`config.mk`:
```
export PLATFORM = sky130hd
export DESIGN_NAME = multicycle_sequencer_flat
export DESIGN_NICKNAME = d
export VERILOG_FILES = /design/src/rtl/multicycle_sequencer_if.sv /design/src/rtl/multicycle_sequencer.sv /design/src/flat_wrapper.sv
export SDC_FILE = /design/constraint.sdc
export NUM_CORES = 1
export LEC_CHECK = 0
export BUFFER_PORTS_ARGS = -buffer_cell sky130_fd_sc_hd__buf_2
export CAP_MARGIN = 20
export CORE_MARGIN = 10
export CORE_UTILIZATION = 44
export DETAILED_ROUTE_END_ITERATION = 6
export HOLD_SLACK_MARGIN = 0.05
export PLACE_DENSITY = 0.86
export SYNTH_ARGS = -nofsm -noshare
export SYNTH_HDL_FRONTEND = slang
export SYNTH_SLANG_ARGS = --single-unit
```
`constraint.sdc`:
```
create_clock -name clk -period 4 [get_ports clk]
set_input_delay 0.2 -clock clk [delete_from_list [all_inputs] [get_ports clk]]
set_output_delay 0.2 -clock clk [all_outputs]
set_load 0.02 [all_outputs]
```
`src/rtl/multicycle_sequencer_if.sv`:
```
// Handshake/strobe bundle between the multicycle sequencer and the rest of the core.
// The sequencer side uses the master modport: it receives decoded flags and memory
// acks, and drives phase strobes, memory requests, status and performance counters.
interface multicycle_sequencer_if #(
  parameter int unsigned PERF_WIDTH = 32
) ();

  // Decoded instruction flags and control inputs
  logic start;
  logic clr;
  logic branchFlag;
  logic memWrite;
  logic memToReg;
  logic regWrite;
  logic branchTaken;
  logic haltInstr;
  logic imemAck;
  logic dmemAck;

  // Phase strobes and memory requests
  logic imemReq;
  logic irWrite;
  logic aluEn;
  logic dmemReq;
  logic dmemWe;
  logic regWriteEn;
  logic pcWrite;
  logic pcSrc;

  // Status and performance
  logic [2:0]            state;
  logic                  busy;
  logic                  halted;
  logic                  busErr;
  logic [PERF_WIDTH-1:0] retiredCount;
  logic [PERF_WIDTH-1:0] waitCount;

  modport master (
    input  start, clr, branchFlag, memWrite, memToReg, regWrite, branchTaken, haltInstr,
           imemAck, dmemAck,
    output imemReq, irWrite, aluEn, dmemReq, dmemWe, regWriteEn, pcWrite, pcSrc,
           state, busy, halted, busErr, retiredCount, waitCount
  );

  modport slave (
    output start, clr, branchFlag, memWrite, memToReg, regWrite, branchTaken, haltInstr,
           imemAck, dmemAck,
    input  imemReq, irWrite, aluEn, dmemReq, dmemWe, regWriteEn, pcWrite, pcSrc,
           state, busy, halted, busErr, retiredCount, waitCount
  );

endinterface

```
`src/rtl/multicycle_sequencer.sv`:
```
// Multi-cycle instruction sequencer: FETCH/DECODE/EXEC/MEM/WB with memory ack timeout
// and halt detection. Strobes are combinational decodes of the state and acks.
// Optional macro SEQ_PERF_CNT_EN builds saturating retired/wait counters; without it
// both counter outputs are tied to zero.
module multicycle_sequencer #(
  parameter int unsigned TIMEOUT_CYCLES = 16,
  parameter int unsigned PERF_WIDTH     = 32
) (
  input  logic                   clk,
  input  logic                   rst_n,
  multicycle_sequencer_if.master seq_io
);

  typedef enum logic [2:0] {
    StIdle   = 3'd0,
    StFetch  = 3'd1,
    StDecode = 3'd2,
    StExec   = 3'd3,
    StMem    = 3'd4,
    StWb     = 3'd5,
    StHalt   = 3'd6
  } state_e;

  // A zero timeout disables the check; keep a 1-bit counter so widths stay legal.
  localparam bit          TimeoutEn = (TIMEOUT_CYCLES != 0);
  localparam int unsigned WaitW     = TimeoutEn ? $clog2(TIMEOUT_CYCLES + 1) : 1;
  localparam logic [WaitW-1:0] WaitMax = WaitW'(TimeoutEn ? TIMEOUT_CYCLES - 1 : 0);

  state_e           state_q, state_d;
  logic             bus_err_q, bus_err_d;
  logic [WaitW-1:0] wait_cnt_q, wait_cnt_d;

  logic imem_req, ir_write, alu_en, dmem_req, dmem_we, reg_write_en, pc_write, pc_src;
  logic mem_wait;     // FETCH/MEM cycle without an ack
  logic timeout_hit;  // this non-ack cycle is the last one allowed

  assign timeout_hit = TimeoutEn && (wait_cnt_q == WaitMax);

  // Next-state, strobe decode and wait counter update
  always_comb begin
    state_d      = state_q;
    bus_err_d    = bus_err_q;
    wait_cnt_d   = wait_cnt_q;
    imem_req     = 1'b0;
    ir_write     = 1'b0;
    alu_en       = 1'b0;
    dmem_req     = 1'b0;
    dmem_we      = 1'b0;
    reg_write_en = 1'b0;
    pc_write     = 1'b0;
    pc_src       = 1'b0;
    mem_wait     = 1'b0;

    case (state_q)
      StIdle: begin
        if (seq_io.start) state_d = StFetch;
      end
      StFetch: begin
        imem_req = 1'b1;
        if (seq_io.imemAck) begin
          ir_write = 1'b1;
          state_d  = StDecode;
        end else begin
          mem_wait = 1'b1;
          if (timeout_hit) begin
            state_d   = StHalt;
            bus_err_d = 1'b1;
          end
        end
      end
      StDecode: begin
        state_d = seq_io.haltInstr ? StHalt : StExec;
      end
      StExec: begin
        alu_en = 1'b1;
        if (seq_io.branchFlag) begin
          pc_write = 1'b1;
          pc_src   = seq_io.branchTaken;
          state_d  = StFetch;
        end else if (seq_io.memWrite || seq_io.memToReg) begin
          state_d = StMem;
        end else if (seq_io.regWrite) begin
          state_d = StWb;
        end else begin
          pc_write = 1'b1;
          state_d  = StFetch;
        end
      end
      StMem: begin
        dmem_req = 1'b1;
        dmem_we  = seq_io.memWrite;
        if (seq_io.dmemAck) begin
          // A set store flag wins over load when both are decoded.
          if (seq_io.memToReg && !seq_io.memWrite) begin
            state_d = StWb;
          end else begin
            pc_write = 1'b1;
            state_d  = StFetch;
          end
        end else begin
          mem_wait = 1'b1;
          if (timeout_hit) begin
            state_d   = StHalt;
            bus_err_d = 1'b1;
          end
        end
      end
      StWb: begin
        reg_write_en = 1'b1;
        pc_write     = 1'b1;
        state_d      = StFetch;
      end
      StHalt: begin
        if (seq_io.clr) begin
          state_d   = StIdle;
          bus_err_d = 1'b0;
        end
      end
      default: begin
        state_d   = StHalt;
        bus_err_d = 1'b1;
      end
    endcase

    if (state_d != state_q) begin
      wait_cnt_d = '0;
    end else if (mem_wait && TimeoutEn) begin
      wait_cnt_d = wait_cnt_q + WaitW'(1);
    end
  end

  // State, sticky error and wait counter registers
  always_ff @(posedge clk or negedge rst_n) begin
    if (!rst_n) begin
      state_q    <= StIdle;
      bus_err_q  <= 1'b0;
      wait_cnt_q <= '0;
    end else begin
      state_q    <= state_d;
      bus_err_q  <= bus_err_d;
      wait_cnt_q <= wait_cnt_d;
    end
  end

`ifdef SEQ_PERF_CNT_EN
  logic [PERF_WIDTH-1:0] retired_q, waits_q;

  // Saturating performance counters; only reset clears them
  always_ff @(posedge clk or negedge rst_n) begin
    if (!rst_n) begin
      retired_q <= '0;
      waits_q   <= '0;
    end else begin
      if (pc_write && !(&retired_q)) retired_q <= retired_q + PERF_WIDTH'(1);
      if (mem_wait && !(&waits_q))   waits_q   <= waits_q + PERF_WIDTH'(1);
    end
  end

  assign seq_io.retiredCount = retired_q;
  assign seq_io.waitCount    = waits_q;
`else
  assign seq_io.retiredCount = {PERF_WIDTH{1'b0}};
  assign seq_io.waitCount    = {PERF_WIDTH{1'b0}};
`endif

  assign seq_io.imemReq    = imem_req;
  assign seq_io.irWrite    = ir_write;
  assign seq_io.aluEn      = alu_en;
  assign seq_io.dmemReq    = dmem_req;
  assign seq_io.dmemWe     = dmem_we;
  assign seq_io.regWriteEn = reg_write_en;
  assign seq_io.pcWrite    = pc_write;
  assign seq_io.pcSrc      = pc_src;
  assign seq_io.state      = state_q;
  assign seq_io.busy       = (state_q != StIdle) && (state_q != StHalt);
  assign seq_io.halted     = (state_q == StHalt);
  assign seq_io.busErr     = bus_err_q;

endmodule

```
`src/flat_wrapper.sv`:
```
// flat-port wrapper written by rule: the top's interface ports become plain ports
module multicycle_sequencer_flat 
#(
  parameter int unsigned TIMEOUT_CYCLES = 16,
  parameter int unsigned PERF_WIDTH     = 32
)
  (clk, rst_n, seq_io_start, seq_io_clr, seq_io_branchFlag, seq_io_memWrite, seq_io_memToReg, seq_io_regWrite, seq_io_branchTaken, seq_io_haltInstr, seq_io_imemAck, seq_io_dmemAck, seq_io_imemReq, seq_io_irWrite, seq_io_aluEn, seq_io_dmemReq, seq_io_dmemWe, seq_io_regWriteEn, seq_io_pcWrite, seq_io_pcSrc, seq_io_state, seq_io_busy, seq_io_halted, seq_io_busErr, seq_io_retiredCount, seq_io_waitCount);
  multicycle_sequencer_if #(.PERF_WIDTH(PERF_WIDTH)) seq_io_i ();
  input  logic clk;
  input  logic rst_n;
  input wire logic [$bits(seq_io_i.start)-1:0] seq_io_start;
  input wire logic [$bits(seq_io_i.clr)-1:0] seq_io_clr;
  input wire logic [$bits(seq_io_i.branchFlag)-1:0] seq_io_branchFlag;
  input wire logic [$bits(seq_io_i.memWrite)-1:0] seq_io_memWrite;
  input wire logic [$bits(seq_io_i.memToReg)-1:0] seq_io_memToReg;
  input wire logic [$bits(seq_io_i.regWrite)-1:0] seq_io_regWrite;
  input wire logic [$bits(seq_io_i.branchTaken)-1:0] seq_io_branchTaken;
  input wire logic [$bits(seq_io_i.haltInstr)-1:0] seq_io_haltInstr;
  input wire logic [$bits(seq_io_i.imemAck)-1:0] seq_io_imemAck;
  input wire logic [$bits(seq_io_i.dmemAck)-1:0] seq_io_dmemAck;
  output wire logic [$bits(seq_io_i.imemReq)-1:0] seq_io_imemReq;
  output wire logic [$bits(seq_io_i.irWrite)-1:0] seq_io_irWrite;
  output wire logic [$bits(seq_io_i.aluEn)-1:0] seq_io_aluEn;
  output wire logic [$bits(seq_io_i.dmemReq)-1:0] seq_io_dmemReq;
  output wire logic [$bits(seq_io_i.dmemWe)-1:0] seq_io_dmemWe;
  output wire logic [$bits(seq_io_i.regWriteEn)-1:0] seq_io_regWriteEn;
  output wire logic [$bits(seq_io_i.pcWrite)-1:0] seq_io_pcWrite;
  output wire logic [$bits(seq_io_i.pcSrc)-1:0] seq_io_pcSrc;
  output wire logic [$bits(seq_io_i.state)-1:0] seq_io_state;
  output wire logic [$bits(seq_io_i.busy)-1:0] seq_io_busy;
  output wire logic [$bits(seq_io_i.halted)-1:0] seq_io_halted;
  output wire logic [$bits(seq_io_i.busErr)-1:0] seq_io_busErr;
  output wire logic [$bits(seq_io_i.retiredCount)-1:0] seq_io_retiredCount;
  output wire logic [$bits(seq_io_i.waitCount)-1:0] seq_io_waitCount;
  assign seq_io_i.start = seq_io_start;
  assign seq_io_i.clr = seq_io_clr;
  assign seq_io_i.branchFlag = seq_io_branchFlag;
  assign seq_io_i.memWrite = seq_io_memWrite;
  assign seq_io_i.memToReg = seq_io_memToReg;
  assign seq_io_i.regWrite = seq_io_regWrite;
  assign seq_io_i.branchTaken = seq_io_branchTaken;
  assign seq_io_i.haltInstr = seq_io_haltInstr;
  assign seq_io_i.imemAck = seq_io_imemAck;
  assign seq_io_i.dmemAck = seq_io_dmemAck;
  assign seq_io_imemReq = seq_io_i.imemReq;
  assign seq_io_irWrite = seq_io_i.irWrite;
  assign seq_io_aluEn = seq_io_i.aluEn;
  assign seq_io_dmemReq = seq_io_i.dmemReq;
  assign seq_io_dmemWe = seq_io_i.dmemWe;
  assign seq_io_regWriteEn = seq_io_i.regWriteEn;
  assign seq_io_pcWrite = seq_io_i.pcWrite;
  assign seq_io_pcSrc = seq_io_i.pcSrc;
  assign seq_io_state = seq_io_i.state;
  assign seq_io_busy = seq_io_i.busy;
  assign seq_io_halted = seq_io_i.halted;
  assign seq_io_busErr = seq_io_i.busErr;
  assign seq_io_retiredCount = seq_io_i.retiredCount;
  assign seq_io_waitCount = seq_io_i.waitCount;
  multicycle_sequencer #(.TIMEOUT_CYCLES(TIMEOUT_CYCLES), .PERF_WIDTH(PERF_WIDTH)) u_core (.clk(clk), .rst_n(rst_n), .seq_io(seq_io_i));
endmodule
```
## After elaboration in Yosys (flattened, before gate mapping)

Index checks and enable logic that the tools add are counted.
W data, S select, Z words.

- Register bits: 9
- Input bits: 12
- Output and inout bits: 78
- Logic and storage cells: 62

- Add/subtract/negate cells: 1
- Equality and inequality tests: 12
- Muxes and demuxes: 36
- Bitwise operators: 1
- Reductions and logical operators: 9

Operators by type and width:

| cell | number |
|---|---|
| $mux W3 | 10 |
| $pmux W3 S7 | 1 |
| $mux W1 | 20 |
| $mux W5 | 2 |
| $eq A3 B3 Y1 const B | 3 |
| $eq A3 B2 Y1 const B | 2 |
| $ne A2 B2 Y1 const B | 3 |
| $add A5 B1 Y5 const B | 1 |
| $eq A5 B4 Y1 const B | 1 |
| $pmux W1 S4 | 1 |
| $reduce_and A4 Y1 | 1 |
| $reduce_or A4 Y1 | 1 |
| $eq A3 B1 Y1 const B | 1 |
| $logic_not A3 Y1 | 1 |
| $ne A3 B3 Y1 | 1 |
| $ne A3 B3 Y1 const B | 1 |
| $pmux W1 S3 | 1 |
| $reduce_bool A3 Y1 | 1 |
| $logic_and A1 B1 Y1 | 2 |
| $pmux W1 S2 | 1 |
| $reduce_bool A2 Y1 | 1 |
| $logic_not A1 Y1 | 1 |
| $logic_or A1 B1 Y1 | 1 |
| $not A1 Y1 | 1 |

## Depth between registers and ports, before layout

- Word-level depth: 7
- Depth in mapped cells: 8
- Gate-level depth less buffers: 8

## Least setup slack after synthesis

No wires, ideal clock.

- Path kind: reg-to-reg
- Start: reg u_core.state_q[2] (netlist: u_core.seq_io.state[2])
- End: reg u_core.wait_cnt_q[4]
- Data arrival time: 1975 ps
- Setup slack: 1879 ps
- Cell stages (with the launch flop): 6
- Path buffers: 1
- Period minus slack after synthesis: 2121 ps
- Path through: dfrtp_1 > buf_2 > nor3b_1 > a32oi_1 > a22oi_1 > a2111oi_1

- Word-level cells in the longest chain between the ends: 5

RTL lines:

| item | RTL line | text |
|---|---|---|
| start, declared | multicycle_sequencer.sv:29 | `state_e state_q, state_d;` |
| start signal, assigned | multicycle_sequencer.sv:135 | `state_q <= StIdle;` |
| start signal, assigned | multicycle_sequencer.sv:139 | `state_q <= state_d;` |
| $mux W3 | multicycle_sequencer.sv:65, multicycle_sequencer.sv:102 |  |
| $mux W3 (on tied branches) | multicycle_sequencer.sv:92, multicycle_sequencer.sv:60 |  |
| $pmux W3 S7 | multicycle_sequencer.sv:54 | `case (state_q)` |
| $ne A3 B3 Y1 | multicycle_sequencer.sv:125 | `if (state_d != state_q) begin` |
| $mux W5 or $reduce_bool A2 Y1 (tied branches) | -- |  |
| end signal, assigned | multicycle_sequencer.sv:141 | `wait_cnt_q <= wait_cnt_d;` |
| end, declared | multicycle_sequencer.sv:31 | `logic [WaitW-1:0] wait_cnt_q, wait_cnt_d;` |

Parallel ways exist; a longest one is shown, timed or not.
A chain may end at the register's enable or synchronous reset.

## Worst setup path after layout

- Start: reg u_core.wait_cnt_q[0]
- End: reg u_core.wait_cnt_q[4]

- Word-level cells in the longest chain between the ends: 6

RTL lines:

| item | RTL line | text |
|---|---|---|
| $eq A5 B4 Y1 | multicycle_sequencer.sv:37 | `assign timeout_hit = TimeoutEn && (wait_cnt_q == WaitMax);` |
| $mux W3 | multicycle_sequencer.sv:65, multicycle_sequencer.sv:102 |  |
| $mux W3 (on tied branches) | multicycle_sequencer.sv:92, multicycle_sequencer.sv:60 |  |
| $pmux W3 S7 | multicycle_sequencer.sv:54 |  |
| $ne A3 B3 Y1 | multicycle_sequencer.sv:125 |  |
| $mux W5 or $reduce_bool A2 Y1 (tied branches) | -- |  |

Parallel ways exist; a longest one is shown, timed or not. The select of a mux whose other input is x is not followed.

==> summary.md <==
| Metric | Value |
|---|---|
| Gr ovfl total | 0 |
| WL final | around 2.8 mm |
| Leakage | around 0.00065 uW |
| Footprint of the multi-input gates | 746 sq um |
| Synth Cell Area | 1260 sq um |
| P&R area growth vs syn | -5.67% |
| Cell internal pwr | about 310 uW |
| Final Wtd Congestion | approximately 0.86 |
| Initial antenna violation count | 0 |
| # DRC | 0 |
| Core region area | between 2000 and 3000 sq um |
| Hold Vio Cnt, Final | 0 |
| Syn_area_per_cell | around 7.9 sq um |
| Worst-Margin Slew | around 700 ps |
| Die extent in x | 73.5 um |
| Min Tclk post-route | approximately 2200 ps |
| Ys Warns | 0 |
| Via/cell ratio | between 4 and 5 |
| Vias after detailed routing | 938 |
| Final setup fails | 0 |
| Hpwl dp | around 2.4 mm |
| Total CTS buffers | 3 |
| Gr usage total | about 9.8% |
| Hold WC Path Type | in -> reg |
| FF-to-FF setup slack | 1770 ps |
| Maximum vdd ir drop | a little over 0.4 mV |
| DP Worst Slack | approximately 1800 ps |
| Antenna viol nets, final | 0 |
| Dominant synthesized flop cell | dfrtp_1 |
| I/O pin count | 90 |
| Starting DRC count in detailed routing | 25 |
| CP Data Arrival Time | approximately 2400 ps |
| FF-to-FF path depth | 8 |
| Outcome | finished, final reports clean |
| Post-synthesis instance total | between 150 and 200 |
| Final WS setup | between 1500 and 2000 ps |
| Pins Over Slew Limit | 0 |
| # H-tree levels | 1 |
| Fmax | 0.449 GHz |
| Crit. End Element | flop |
| IO Port Bufs | 25 |
| MaxCap Viol Count | 0 |
| Largest net degree at the start of global routing | 25 |
| Share of total power in combinational logic | between 60% and 70% |
| Clk_lat worst skew | 260 ps |
| Clk slew on worst S/H paths | roughly 60 ps |
| Number of synthesized flops with an enable pin | 0 |
| Clock Sinks | 9 |
| Starting Density | between 40% and 50% |
| Crit path from | u_core.wait_cnt_q[0]$_DFFE_PN0P_ |
| Diode count | 0 |
| Vias in the first global route | between 900 and 1000 |
| Sw Share | approximately 56% |
| RSZ-0062 raised after global routing | no |
| First-pass GRT wire length | about 4.4 mm |
| P_sw | 406 uW |
| Fill count | around 310 |
| Fin Setup TNS | 0 ps |
| Register area | ~230 sq um |
| Post-synth cell types | 43 |
| Layout cells sized above 1 | roughly 20% |
| Fin nets | between 150 and 200 |
| Reg power frac | approximately 29% |
| Post-synthesis sequential area ratio | between 10% and 20% |
| Clock Power Share | 9.7% |
| DIE AREA | between 5000 and 6000 sq um |
| Clk_skew | 3.60 ps |
| Placed Area | between 1000 and 1500 sq um |
| Hold_sp | seq_io_start |
| Row count | 19 |
| WL/cell | ~13 um |
| Hold EP | u_core.seq_io.state[0]$_DFF_PN0_ |
| Worst rel slew slack | a little over half |
| CP startpoint kind | flop |
| Fin area | ~1200 sq um |
| Required time worst endpoint | ~4100 ps |
| Asr flop ratio synth | 100% |
| Kind of critical path | reg -> reg |
| PwrDens | 607 nW/um^2 |
| Fin crit share | 55.7% |
| Reg2Reg Capture Point | u_core.wait_cnt_q[4]$_DFFE_PN0P_ |
| Max Buffers Root-to-Sink | 2 |
| Cell depth of the worst min-delay path | 3 |
| CP Max Fanout | 6 |
| CTS tree | done |
| Root buffer cell | clkbuf_4 |
| FF+latch count, synth | 9 |
| DR pass1 iterations | 4 |
| Critical R2R Launch | u_core.wait_cnt_q[0]$_DFFE_PN0P_ |
| Chip height | between 70 and 80 um |
[logic make-up after synthesis]
group,count (synthesis),share of synthesized area [%]
DFF,9,17.9
buffers and inverters,74,41.6
other,1,0.298
and+or+nand+nor,43,18.3
AOI/OAI and AO/OA,25,15.2
xor gates and xnor gates,2,1.39
adders and majority gates,2,1.99
muxes,4,3.28
[power groups by stage]
stage	Sequential [uW]	Combinational [uW]	Clock (uW)
final	206	445	69.7
after global placement	203	435	0
after detailed placement	206	443	0
after floorplan	161	433	0
after global routing	218	490	78.3
after CTS	204	447	72.5
[final cells by class]
| class | instances | area share, % |
|---|---|---|
| repair buffers | 26 | 11.4 |
| flip-flops and latches | 9 | 19.0 |
| clock inverters | 1 | 0.421 |
| inverters | 4 | 1.26 |
| multi-input cells | 140 | 62.8 |
| well taps | 31 | 3.27 |
| clock buffers | 3 | 1.90 |
[stage by stage]
| step | total power, uW | utilization, % | instances | hold slack [ps] |
|---|---|---|---|---|
| finish | 721 | 43.1 | 214 | 280 |
| global route | 787 | 43.1 | 214 | 272 |
| CTS | 723 | 43.1 | 214 | 280 |
| detailed placement | 650 | 41.7 | 209 | 61.6 |
| global placement | 638 | 41.7 | 209 | 58.0 |
| floorplan | 594 | - | 223 | -95.6 |
[routing by layer]
layer	track usage (%)	wire, um	vias up	share of wire [%]
met1	10.2	1040	430	36
li1	-	-	457	-
met5	0	0	-	0
met4	1.86	24	0	0.84
met2	18.1	1520	49	53
met3	3.63	263	2	9.2
[timing repair]
action                    CTS  global route
hold endpoints to repair    9             0
setup buffers               0             0
gates resized for setup     0             0
hold buffers                1             0
[cell usage in the layout, fill, tap and decap left out, types with 2 or more instances in the layout]
| master | count |
|---|---|
| nor3_1 | 6 |
| nor2_1 | 10 |
| conb_1 | 64 |
| o22ai_1 | 2 |
| a22oi_1 | 3 |
| mux2i_1 | 3 |
| clkbuf_4 | 3 |
| buf_2 | 25 |
| and3_1 | 3 |
| inv_1 | 4 |
| dfrtp_1 | 9 |
| a21oi_1 | 4 |
| ha_1 | 2 |
| nand2b_1 | 4 |
| o211ai_1 | 2 |
| nor3b_1 | 2 |
| o21ai_0 | 2 |
| nand2_1 | 7 |
| and2_1 | 3 |
[worst max-delay path: stages (launching register included)]
cell and delay, ps:
dfrtp_1 410, ha_1 230, and3_1 190, ha_1 240
nor3b_1 160, a21oi_1 150, o22ai_1 90, a311o_1 360
a2111oi_1 280
[worst max-delay path by stage]
stage	end	slack [ps]	depth (start not counted)
4_1_cts	u_core.wait_cnt_q[4]$_DFFE_PN0P_	1770	8
3_5_place_dp	u_core.wait_cnt_q[4]$_DFFE_PN0P_	1790	8
2_1_floorplan	u_core.wait_cnt_q[4]$_DFFE_PN0P_	1880	5
5_1_grt	u_core.wait_cnt_q[4]$_DFFE_PN0P_	1580	8
6_report	u_core.wait_cnt_q[4]$_DFFE_PN0P_	1770	8
3_3_place_gp	u_core.wait_cnt_q[4]$_DFFE_PN0P_	1880	8
[registers in the layout, indices dropped and copies added (netlist names)]
register              cells
u_core.wait_cnt_q         5
u_core.seq_io.state       3
u_core.seq_io.busErr      1
[synthesized netlist by cell type (2+ instances only)]
| master | number | area, sq um |
|---|---|---|
| buf_2 | 2 | 10.0 |
| ha_1 | 2 | 25.0 |
| nand2b_1 | 4 | 25.0 |
| nand2_1 | 7 | 26.3 |
| a21oi_1 | 4 | 20.0 |
| o22ai_1 | 2 | 12.5 |
| mux2i_1 | 3 | 30.0 |
| o211ai_1 | 2 | 15.0 |
| buf_4 | 65 | 488 |
| and2_1 | 3 | 18.8 |
| inv_1 | 4 | 15.0 |
| nor3_1 | 6 | 30.0 |
| clkbuf_1 | 3 | 11.3 |
| nor2_1 | 10 | 37.5 |
| and3_1 | 3 | 18.8 |
| nor3b_1 | 2 | 15.0 |
| dfrtp_1 | 9 | 225 |
| o21ai_0 | 2 | 10.0 |
| a22oi_1 | 3 | 22.5 |
Note: power is estimated with default switching activity, not from simulation.
